`src/rtl/lane_shift_pkg.sv`:
```
// Shared definitions for the lane shifter: shift modes, shift-width helper,
// and the width of the optional error counter.
package lane_shift_pkg;

  typedef enum logic [1:0] {
    SHL_FILL = 2'b00,
    SHR_FILL = 2'b01,
    ROTL     = 2'b10,
    ROTR     = 2'b11
  } shift_mode_e;

  localparam int unsigned ERR_CNT_W = 16;

  // Width of a shift amount able to address every lane.
  function automatic int unsigned shift_w(input int unsigned lanes);
    return $clog2(lanes);
  endfunction

endpackage

```
`src/rtl/lane_shift_core.sv`:
```
// Combinational lane shifter: log2(LANES)-level mux tree, one level per
// shift-amount bit. Fill lanes shifted in by an early level remain fill
// in later levels, so composing per-bit shifts gives the full fill shift.
// Shift amounts above MAX_SHIFT return an all-fill word with err set.
module lane_shift_core
  import lane_shift_pkg::*;
#(
  parameter int unsigned LANE_W    = 12,
  parameter int unsigned LANES     = 8,
  parameter int unsigned MAX_SHIFT = 5
) (
  input  logic [LANES*LANE_W-1:0]    data,
  input  logic [shift_w(LANES)-1:0]  shift,
  input  logic [1:0]                 mode,
  input  logic [LANE_W-1:0]          fill,
  output logic [LANES*LANE_W-1:0]    result,
  output logic                       err
);

  localparam int unsigned SW = shift_w(LANES);
  localparam int unsigned W  = LANES * LANE_W;
  localparam logic [SW-1:0] MAX_S = SW'(MAX_SHIFT);

  logic go_right;
  logic wrap;

  assign go_right = (mode == SHR_FILL) || (mode == ROTR);
  assign wrap     = (mode == ROTL)     || (mode == ROTR);

  genvar l, k;
  for (l = 0; l < SW; l++) begin : g_lvl
    localparam int unsigned D = 1 << l;
    logic [W-1:0] d_in;
    logic [W-1:0] q;

    if (l == 0) begin : g_src_first
      assign d_in = data;
    end else begin : g_src_next
      assign d_in = g_lvl[l-1].q;
    end

    for (k = 0; k < LANES; k++) begin : g_lane
      logic [LANE_W-1:0] from_lo;
      logic [LANE_W-1:0] from_hi;

      if (k >= D) begin : g_lo_in
        assign from_lo = d_in[(k-D)*LANE_W +: LANE_W];
      end else begin : g_lo_edge
        assign from_lo = wrap ? d_in[(k+LANES-D)*LANE_W +: LANE_W] : fill;
      end

      if (k + D < LANES) begin : g_hi_in
        assign from_hi = d_in[(k+D)*LANE_W +: LANE_W];
      end else begin : g_hi_edge
        assign from_hi = wrap ? d_in[(k+D-LANES)*LANE_W +: LANE_W] : fill;
      end

      assign q[k*LANE_W +: LANE_W] = !shift[l] ? d_in[k*LANE_W +: LANE_W]
                                   : (go_right ? from_hi : from_lo);
    end
  end

  assign err    = (shift > MAX_S);
  assign result = err ? {LANES{fill}} : g_lvl[SW-1].q;

endmodule

```
`src/rtl/lane_shifter_pipe.sv`:
```
// Two-stage valid/ready pipelined lane shifter. S1 registers the shifter
// result; S2 is the output register that drives out_* directly.
// Optional error counter (err_cnt, cnt_clr) built when
// LANE_SHIFTER_STATS_EN is defined.
module lane_shifter_pipe
  import lane_shift_pkg::*;
#(
  parameter int unsigned LANE_W    = 12,
  parameter int unsigned LANES     = 8,
  parameter int unsigned MAX_SHIFT = 5
) (
  input  logic                       clk,
  input  logic                       rst_n,
  input  logic                       in_valid,
  output logic                       in_ready,
  input  logic [LANES*LANE_W-1:0]    in_data,
  input  logic [shift_w(LANES)-1:0]  in_shift,
  input  logic [1:0]                 in_mode,
  input  logic [LANE_W-1:0]          in_fill,
  output logic                       out_valid,
  input  logic                       out_ready,
  output logic [LANES*LANE_W-1:0]    out_data,
  output logic                       out_err
`ifdef LANE_SHIFTER_STATS_EN
  ,
  input  logic                       cnt_clr,
  output logic [ERR_CNT_W-1:0]       err_cnt
`endif
);

  logic [LANES*LANE_W-1:0] core_data;
  logic                    core_err;

  logic                    s1_valid;
  logic [LANES*LANE_W-1:0] s1_data;
  logic                    s1_err;
  logic                    s2_valid;
  logic [LANES*LANE_W-1:0] s2_data;
  logic                    s2_err;

  logic                    s1_adv;
  logic                    in_fire;

  lane_shift_core #(
    .LANE_W    (LANE_W),
    .LANES     (LANES),
    .MAX_SHIFT (MAX_SHIFT)
  ) u_core (
    .data   (in_data),
    .shift  (in_shift),
    .mode   (in_mode),
    .fill   (in_fill),
    .result (core_data),
    .err    (core_err)
  );

  assign s1_adv   = s1_valid && (!s2_valid || out_ready);
  assign in_ready = !s1_valid || s1_adv;
  assign in_fire  = in_valid && in_ready;

  // S1: capture the shifter result on each input transfer.
  always_ff @(posedge clk or negedge rst_n) begin
    if (!rst_n) begin
      s1_valid <= 1'b0;
      s1_data  <= '0;
      s1_err   <= 1'b0;
    end else if (in_fire) begin
      s1_valid <= 1'b1;
      s1_data  <= core_data;
      s1_err   <= core_err;
    end else if (s1_adv) begin
      s1_valid <= 1'b0;
    end
  end

  // S2: output register, loads from S1 and empties on an output transfer.
  always_ff @(posedge clk or negedge rst_n) begin
    if (!rst_n) begin
      s2_valid <= 1'b0;
      s2_data  <= '0;
      s2_err   <= 1'b0;
    end else if (s1_adv) begin
      s2_valid <= 1'b1;
      s2_data  <= s1_data;
      s2_err   <= s1_err;
    end else if (out_ready) begin
      s2_valid <= 1'b0;
    end
  end

  assign out_valid = s2_valid;
  assign out_data  = s2_data;
  assign out_err   = s2_err;

`ifdef LANE_SHIFTER_STATS_EN
  // Saturating count of erroneous words leaving the block; clear wins.
  always_ff @(posedge clk or negedge rst_n) begin
    if (!rst_n) begin
      err_cnt <= '0;
    end else if (cnt_clr) begin
      err_cnt <= '0;
    end else if (s2_valid && out_ready && s2_err && (err_cnt != '1)) begin
      err_cnt <= err_cnt + 1'b1;
    end
  end
`endif

endmodule

```
`config.mk`:
```
export PLATFORM = sky130hd
export DESIGN_NAME = lane_shifter_pipe
export DESIGN_NICKNAME = d
export VERILOG_FILES = /design/src/rtl/lane_shift_pkg.sv /design/src/rtl/lane_shift_core.sv /design/src/rtl/lane_shifter_pipe.sv
export SDC_FILE = /design/constraint.sdc
export NUM_CORES = 1
export LEC_CHECK = 0
export BUFFER_PORTS_ARGS = -buffer_cell sky130_fd_sc_hd__clkbuf_2
export CAP_MARGIN = 40
export CELL_PAD_IN_SITES_DETAIL_PLACEMENT = 1
export CELL_PAD_IN_SITES_GLOBAL_PLACEMENT = 2
export CORE_MARGIN = 8
export CORE_UTILIZATION = 36
export DETAILED_ROUTE_END_ITERATION = 12
export PLACE_DENSITY = 0.8
export SLEW_MARGIN = 20
export SYNTH_ARGS = -nofsm -noshare
export SYNTH_HDL_FRONTEND = slang
export SYNTH_SLANG_ARGS = --single-unit
```
`constraint.sdc`:
```
create_clock -name clk -period 5.04 [get_ports clk]
set_input_delay 1.008 -clock clk [delete_from_list [all_inputs] [get_ports clk]]
set_output_delay 1.008 -clock clk [all_outputs]
set_load 0.005 [all_outputs]
```
==> implementation parameters <==
Parameter                              Value

STA
  Fin Clk Skew    13.97 ps
  Final hold violation count    0
  Total Neg Setup Slack    0 ps
  RSZ-0062 raised after global routing    false
  Clock period minus worst slack    3299 ps
  Post-route fraction of the period consumed by the critical path    65.46%
  Worst Max-Slew Pin Slew    920.6 ps
  Fmax    0.3031 GHz
  Final-report setup violation count    0
  Final count of pins violating max slew    0
  Max-slew headroom    38.48%

CTS
  Clock Tree Buf Depth    2
  Clock root buffer    clkbuf_16
  Clock input transition at the sequential cells of the worst setup and hold paths    80 ps
  TritonCTS clock tree    yes
  CTS-repair resized insts    0
  Number of buffers inserted to repair setup after CTS    0
  Deepest level of the CTS H-tree    4
  Hold-fix buffers at CTS    0
  Clk Latency, worst-skew pair    470 ps
  Sink count of the clock tree    196
  Number of clock buffers inserted by TritonCTS    17

Finish
  Design area    17110 um2
  Ratio of cells with drive above 1 in the final layout    26.00%
  # fillers    4922
  Most common cell after layout, fill and taps aside    clkbuf_2
  Most used cells in the layout excluding fill and tap cells    clkbuf_2, dfrtp_1, mux2i_1, nor2_1, nand2_1
  Signed area change from the synthesized netlist to the final layout    11.95%
  Final layout net count    1927

Drt
  DRC Markers    0
  Total via count in the routed design    15.43k
  WL per Instance    30.38 um
  Vias/cell    6.532
  Routed Antenna Nets    0
  Wire length reported by the detailed router    71.78 mm
  Number of design-rule violations left by the first detailed-router iteration    1804
  Pre-Repair DR Iteration Count    5

Logic synthesis
  Seq cells post-synth    196
  Simple-Gate Fraction of Synth Area    13.67%
  Post-synth design cell area    15280 um2
  XOR/XNOR share of the synthesized area    0%
  Post-Synthesis Net Count    1807
  Main combinational cell family by area after synthesis    compound AO/OA/AOI/OAI gates
  Synth Warn #    0
  Number of cells produced by synthesis    1690
  Adder-cell area share of the yosys netlist    0%
  Portion of the post-synthesis area used by sequential elements    32.10%
  Post-synth EDFFs    0
  Share of the synthesized area in compound gates (AO/OA/AOI/OAI)    25.23%
  Share of flip-flops with an asynchronous set or reset    100.0%
  Synth cell types    77
  Mean cell area of the mapped netlist    9.042 um2
  Primary FF master, synth    dfrtp_1
  Portion of netlist area occupied by mux cells    22.31%

Floorplanning
  Total core area    41950 um2
  Floorplan die width    222.0 um
  Die Footprint    49300 um2
  Site row count    75
  Initial core utilization    36.43%
  Height of the chip    222.0 um
  Number of I/O pins    216

Worst setup path
  Maximum fanout encountered on the critical timing path    130
  Crit path arrival time    3640 ps
  Cell family contributing the most delay on the critical path    buffers and inverters
  Data required time at the worst endpoint    5380 ps
  Worst Setup End Kind    flop
  Delay of the slowest cell on the worst path    660 ps
  Crit Path Class    input pin to flop
  CP max stage cell    buf_4
  Sum of buffers and inverters on the critical path    2
  Startpoint Class    input pin
  Cells along the critical path    buf_8 -> buf_4 -> mux4_2 -> nand2b_1 -> a211o_1 -> o21ai_0 -> a21oi_1

Placed design
  Placer's final routability congestion estimate    0.9448
  Buffers added on ports    215
  Hpwl dp    52.19 mm
  Cell area after placement    16480 um2

Global routing
  Initial antenna violation count    6
  Maximum number of pins on one net before global-route repair    131
  Vias in the first global route    15.16k
  Combined global-route utilization of all metal layers    28.33%
  Overflow after GRT    0
  Global-route wire length before repair    106.8 mm

Status
  Outcome    finished, final reports clean

Flow run
  Number of max-cap violations    0

Worst hold path
  Class of the tightest hold or removal check    input pin to asynchronous set/reset pin

Power
  Power per cell area    316.7 nW/um2
  Leakage dissipation    0.007256 uW
  Maximum VDD drop    0.2601 mV
==> state kept, by name (all words and copies together), names as in the netlist <==
name,count
out_data,96
out_err,1
out_valid,1
s1_data,96
s1_err,1
s1_valid,1
==> routing by layer <==
metal  global-route usage, %  vias up  wire [um]
met5                       0        -         77
met4                   10.16       12       2481
met3                   7.248      144       6817
met2                   38.83      860      29300
met1                   41.88     7784      33110
li1                        -     6634          -
==> report_power, final <==
group	switching (uW)	total (uW)	internal, uW
registers	321	2270	1950
logic	1010	1770	766
clock network	710	1380	667
total	2040	5420	3380
==> final timing paths <==
path | start | to | slack (ps) | cells past startpoint
min in group clk | s1_data[93]$_DFFE_PN0P_ | s1_data[93]$_DFFE_PN0P_ | 480 | 2
worst max register to register | s1_valid$_DFFE_PN0P_ | s1_data[50]$_DFFE_PN0P_ | 2390 | 7
worst min register to register | s1_data[93]$_DFFE_PN0P_ | s1_data[93]$_DFFE_PN0P_ | 480 | 2
worst min-delay path | rst_n | out_data[11]$_DFFE_PN0P_ | 380 | 1
worst max-delay path | in_shift[0] | s1_data[0]$_DFFE_PN0P_ | 1740 | 7
max in group asynchronous | rst_n | out_data[47]$_DFFE_PN0P_ | 3430 | 3
==> cell type report <==
cell class              instances  area (um2)  share of cell area [%]
inverters                      10       37.54                  0.2194
well taps                     539       674.4                   3.942
flip-flops and latches        196        4905                   28.67
multi-input cells            1320        9369                   54.76
clock inverters                14       131.4                  0.7679
repair buffers                265        1549                   9.054
diodes                          1       2.502                 0.01463
clock buffers                  18       439.2                   2.567
==> synthesized netlist by cell type, drive strengths merged (11+ instances only) <==
| library cell | count | area, um2 |
|---|---|---|
| o21ai | 98 | 490.5 |
| nand2b | 35 | 219.0 |
| nor3 | 28 | 140.1 |
| a21oi | 126 | 630.6 |
| buf | 104 | 760.7 |
| nor2 | 150 | 565.6 |
| mux2i | 152 | 1521 |
| a211oi | 53 | 397.9 |
| o211ai | 19 | 142.6 |
| o221ai | 24 | 210.2 |
| clkbuf | 60 | 225.2 |
| a31oi | 31 | 193.9 |
| dfrtp | 196 | 4905 |
| a22oi | 13 | 97.59 |
| and2 | 15 | 93.84 |
| mux4 | 19 | 427.9 |
| nand3 | 22 | 110.1 |
| nand2 | 135 | 528.0 |
| o22a | 11 | 96.34 |
| nor2b | 26 | 167.7 |
| a221oi | 18 | 157.7 |
| mux2 | 129 | 1460 |
| o22ai | 45 | 281.5 |
==> logic make-up after synthesis <==
group                  count (synthesis)
AO/OA/AOI/OAI                        570
AND/OR/NAND/NOR                      450
multiplexers                         300
flip-flops                           196
buffers and inverters                174
==> metrics by stage <==
step | total power [uW] | hold WS, ps | util [%] | cells | worst slack [ps]
finish | 5419 | 381.2 | 40.78 | 2363 | 1741
global route | 5671 | 369.9 | 40.78 | 2362 | 1634
CTS | 5421 | 488.0 | 40.65 | 2359 | 1824
detailed placement | 4044 | 470.1 | 39.29 | 2327 | 1332
global placement | 3977 | 463.9 | 39.19 | 2323 | 1373
floorplan | 3160 | 444.6 | - | 1690 | 2617
(Power assumes the default switching activity.)
